===== src/rtl/mul_pkg.sv =====
// Shared types and helpers for the repeated-addition multiplier.
// The sign/magnitude helper is used when MUL_RPT_SIGNED_EN is defined.
package mul_pkg;

  typedef enum logic [1:0] {
    IDLE = 2'd0,
    ADD  = 2'd1,
    DONE = 2'd2
  } state_t;

  function automatic int prod_w(input int w);
    return 2 * w;
  endfunction

  // Magnitude of a w-bit two's complement value; -2^(w-1) maps to 2^(w-1).
  function automatic logic [63:0] mag_of(input logic [63:0] v,
                                         input int          w);
    logic [63:0] m;
    m = (64'd1 << w) - 64'd1;
    if (v[w-1])
      return ((~v) + 64'd1) & m;
    return v & m;
  endfunction

endpackage


===== src/rtl/mul_rpt_ctr.sv =====
// Loadable WIDTH-bit down-counter with zero flag.
// Decrement is suppressed at zero so the count never wraps.
module mul_rpt_ctr #(
  parameter int WIDTH = 16
) (
  input  logic             clk,
  input  logic             rst_n,
  input  logic             load,
  input  logic             dec,
  input  logic [WIDTH-1:0] load_val,
  output logic [WIDTH-1:0] cnt,
  output logic             zero
);

  assign zero = (cnt == '0);

  always_ff @(posedge clk) begin
    if (!rst_n)
      cnt <= '0;
    else if (load)
      cnt <= load_val;
    else if (dec && !zero)
      cnt <= cnt - 1'b1;
  end

endmodule


===== src/rtl/mul_rpt_add_seq.sv =====
// Sequential multiplier by repeated addition with start/busy/done.
// Define MUL_RPT_SIGNED_EN for two's complement operands and product.
module mul_rpt_add_seq
  import mul_pkg::*;
#(
  parameter int WIDTH    = 16,
  parameter bit MIN_SWAP = 1'b1
) (
  input  logic                      clk,
  input  logic                      rst_n,
  input  logic                      start,
  input  logic                      abort,
  input  logic [WIDTH-1:0]          a_in,
  input  logic [WIDTH-1:0]          b_in,
  output logic                      busy,
  output logic                      done,
  output logic [prod_w(WIDTH)-1:0]  product
);

  localparam int PW = prod_w(WIDTH);

  state_t           state;
  logic [PW-1:0]    acc;
  logic [PW-1:0]    result;
  logic [WIDTH-1:0] addend;
  logic [WIDTH-1:0] a_mag;
  logic [WIDTH-1:0] b_mag;
  logic [WIDTH-1:0] ld_add;
  logic [WIDTH-1:0] ld_cnt;
  logic [WIDTH-1:0] cnt;
  logic             cnt_zero;
  logic             accept;
  logic             step;
  logic             swap;

`ifdef MUL_RPT_SIGNED_EN
  logic neg;

  assign a_mag  = WIDTH'(mag_of(64'(a_in), WIDTH));
  assign b_mag  = WIDTH'(mag_of(64'(b_in), WIDTH));
  assign result = neg ? (~acc + PW'(1)) : acc;

  always_ff @(posedge clk) begin
    if (!rst_n)
      neg <= 1'b0;
    else if (accept)
      neg <= a_in[WIDTH-1] ^ b_in[WIDTH-1];
  end
`else
  assign a_mag  = a_in;
  assign b_mag  = b_in;
  assign result = acc;
`endif

  // Count down the smaller magnitude; a tie keeps b as the counter.
  assign swap   = MIN_SWAP && (a_mag < b_mag);
  assign ld_cnt = swap ? a_mag : b_mag;
  assign ld_add = swap ? b_mag : a_mag;

  assign accept = (state == IDLE) && start;
  assign step   = (state == ADD) && !abort && !cnt_zero;

  assign busy = (state != IDLE);
  assign done = (state == DONE);

  mul_rpt_ctr #(
    .WIDTH (WIDTH)
  ) u_ctr (
    .clk      (clk),
    .rst_n    (rst_n),
    .load     (accept),
    .dec      (step),
    .load_val (ld_cnt),
    .cnt      (cnt),
    .zero     (cnt_zero)
  );

  always_ff @(posedge clk) begin
    if (!rst_n) begin
      state   <= IDLE;
      acc     <= '0;
      addend  <= '0;
      product <= '0;
    end else begin
      unique case (state)
        IDLE: begin
          if (start) begin
            acc    <= '0;
            addend <= ld_add;
            state  <= ADD;
          end
        end
        ADD: begin
          if (abort) begin
            state <= IDLE;
          end else if (cnt_zero) begin
            product <= result;
            state   <= DONE;
          end else begin
            acc <= acc + PW'(addend);
          end
        end
        DONE:    state <= IDLE;
        default: state <= IDLE;
      endcase
    end
  end

endmodule


===== config.mk =====
export PLATFORM = sky130hd
export DESIGN_NAME = mul_rpt_add_seq
export DESIGN_NICKNAME = d
export VERILOG_FILES = /design/src/rtl/mul_pkg.sv /design/src/rtl/mul_rpt_ctr.sv /design/src/rtl/mul_rpt_add_seq.sv
export SDC_FILE = /design/constraint.sdc
export NUM_CORES = 1
export LEC_CHECK = 0
export BUFFER_PORTS_ARGS = -buffer_cell sky130_fd_sc_hd__buf_2
export CAP_MARGIN = 20
export CORE_ASPECT_RATIO = 1.25
export CORE_MARGIN = 2
export CORE_UTILIZATION = 42
export DETAILED_ROUTE_END_ITERATION = 7
export GPL_TIMING_DRIVEN = 0
export PLACE_DENSITY = 0.66
export SLEW_MARGIN = 20
export SYNTH_ARGS = -nofsm -noshare
export SYNTH_HDL_FRONTEND = slang
export SYNTH_HIERARCHICAL = 1
export SYNTH_SLANG_ARGS = --single-unit
export TNS_END_PERCENT = 10

===== constraint.sdc =====
create_clock -name clk -period 5.98 [get_ports clk]
set_input_delay 0.299 -clock clk [delete_from_list [all_inputs] [get_ports clk]]
set_output_delay 0.299 -clock clk [all_outputs]
set_load 0.005 [all_outputs]

==> qor.yml <==
postCtsHoldBufs: 0
cts_made_buffers: 9
gr-total-overflow: 0
cap_violations: 0
hold_viol_final: 0
ys_async_sr_fraction_pct: 0
hold_end: "addend[0]"
cts-resized-gates: 0
peakVddDrop_mv: 0.1078
ys_types: 64
grt_pass1_wl_um: 24840
clk_latency_ps: 350
required_ps: 6230
netlist_top_cells_count: "118 x nand2_1, 98 x dfxtp_1, 79 x o21ai_0"
status: "complete, no violations"
utilization_pct: 49.38
drtAntennaViolNets: 0
synth.top_cell.area_share_pct: 34.33
dieHeight_um: 134.4
die_area_sq_um: 14560
viasPerCell: 5.526
synth_seq_cells: 98
place.gp.congestion: 0.9156
wl_um: 15170
worstSetupEndpointType: "flip-flop"
cpPeakStageDelay_ps: 530
cts_setup_buffers: 0
setup-violations-final: 0
hpwl_um: 11530
synthesis.area_sq_um: 5714
cts_max_level: 3
rows: 47
finalCriticalPeriod_ps: 3163
antenna_found_initial: 0
syn_avg_cell_area_sq_um: 8.003
fin_crit_sh_pct: 52.90
fin_tns_setup_ps: 0
ys.flop_type: "dfxtp_1"
io_pins: 70
grtUsageTotal_pct: 21.46
portBuffers: 69
rr_startpoint: "u_ctr/cnt[0]"
rsz0062_at_grt: "false"
cp-startpoint: "u_ctr/cnt[0]"
maxSlewHeadroom_pct: 46.28
synth_cells: 714
path_class: "reg2reg"
ys_top_cells_by_area: "dfxtp_1 34%, nand2_1 7.8%, ha_1 7.0%, o21ai_0 6.9%, a21oi_1 5.6%"
worst-r2r-cell-count: 11
hp-start: "a_in[0]"
drc: 0
fin_skew_ps: 11.08
drive_above_1_share_pct: 14.52
critPathMostFrequentCell: "a21oi_1"
crit_chain: "inv_1, ha_1, nor3b_1, and4bb_1, buf_6, or3b_4, a21oi_1, o2111ai_1, a22oi_2, a21oi_1, a31o_1"
r2r_end: "acc[25]"
cts_tree: "built"
synth_edf_count: 0
cts.sinks: 98
clock_path_buffers: 2
firstDrtPassIters: 5
power_density_nw_per_um2: 230.2
post_dp_cell_area_sq_um: 6274
die_w_um: 108.3
slew_viol_final: 0
synth.yosys.seq_area_share_pct: 34.33
holdPathStages: 3
cp-start-kind: "flip-flop"
antenna_cells: 0
rrSetupSlack_ps: 2820
maxClockFrequency_mhz: 316.1
worstMarginPinSlew_ps: 800.9
hold_class: "in2reg"
drtIter0Drc: 267
whs_ps: 229.9
core_sq_um: 13290
yosysTopAreaCell: "dfxtp_1"
leakagePower_nw: 2.614
syn2layout_area_growth_pct: 14.85
cts_root_buffer: "clkbuf_16"
power_mw: 1.511
initial_utilization_pct: 43.00
ys_warn_count: 6
post_drt_wl_per_cell_um: 15.64
final_nets: 863
worstPathArrival_ps: 3410
clk_pin_slew_ps: 70
synth_nets: 783
grt_max_degree: 16
crit_fanout: 13
vias: 5360
final_cell_area_sq_um: 6563
first_global_vias: 5083
yosysMostFrequentCell: "nand2_1"
cpMaxStageDelayCell: "a21oi_1"
==> critical path: cells and delay by family (launching register included) <==
family          cells  cell delay [ps]
buf+inv             2              220
compound gates      5             1420
simple gates        3              780
fa+ha+maj           1              250
flops               1              370
==> cell type report <==
cell class / instances / area, sq um
flip-flops and latches: 98 / 1962
clock buffers: 12 / 236.5
multi-input cells: 550 / 3493
inverters: 34 / 127.6
plain buffers: 32 / 131.4
clock inverters: 4 / 52.55
fillers: 1377 / 6728
repair buffers: 69 / 345.3
well taps: 171 / 214.0
==> per-layer routing <==
metal / vias up / global-route usage (%) / share of wire [%]
met4: 0 / 7.265 / 1.9
met1: 2489 / 26.26 / 44
li1: 2722 / - / -
met5: - / 0 / 0
met2: 123 / 38.19 / 51
met3: 26 / 3.013 / 3.8
==> worst max-delay path by stage <==
| stage | end | slack [ps] | depth (start not counted) |
|---|---|---|---|
| after CTS | acc[25] | 2830 | 11 |
| after floorplan | acc[25] | 3300 | 11 |
| final | acc[25] | 2820 | 11 |
| after global placement | acc[25] | 2870 | 11 |
| after global routing | acc[25] | 2600 | 11 |
| after detailed placement | acc[29] | 2850 | 11 |
==> logic make-up after synthesis <==
kind of cell    after synthesis  synth area share (%)
compound gates              246                 27.02
simple gates                231                 19.84
flops                        98                 34.33
buf+inv                      66                 4.532
fa+ha+maj                    33                 7.357
xor+xnor                     20                 3.066
mux                          20                 3.854
==> sequential cells by signal, indices dropped and copies added (netlist names) <==
signal     flops
addend        16
acc           32
product       32
state          2
u_ctr/cnt     16
==> through the flow <==
step	instances	worst slack (ps)
finish	970	2817
global route	970	2602
CTS	970	2834
detailed placement	954	2847
global placement	954	2868
floorplan	714	3303
==> where the power goes <==
part	internal [mW]	switching [mW]
registers	0.677	0.0231
logic	0.0970	0.138
clock network	0.326	0.250
==> cell usage in the layout, fill, tap and decap left out, types with 4 or more instances in the layout <==
cell type and instances:
nand2_1 118, dfxtp_1 98, o21ai_0 79, buf_2 72, a21oi_1 64, a21boi_0 35, inv_1 34, ha_1 32
clkbuf_1 31, nor2_1 24, a31oi_1 18, xnor2_1 17, mux2_2 16, nand3_1 14, a21o_1 10, or3_1 10
nor3_1 9, clkbuf_16 9, and2_1 8, nor2b_1 7, nand2b_1 5, a211oi_1 5, and3_1 5, and4_1 4
a211o_1 4, nand4_1 4, or4_1 4, mux2i_1 4
No activity file was read; power rests on OpenSTA's default activity.
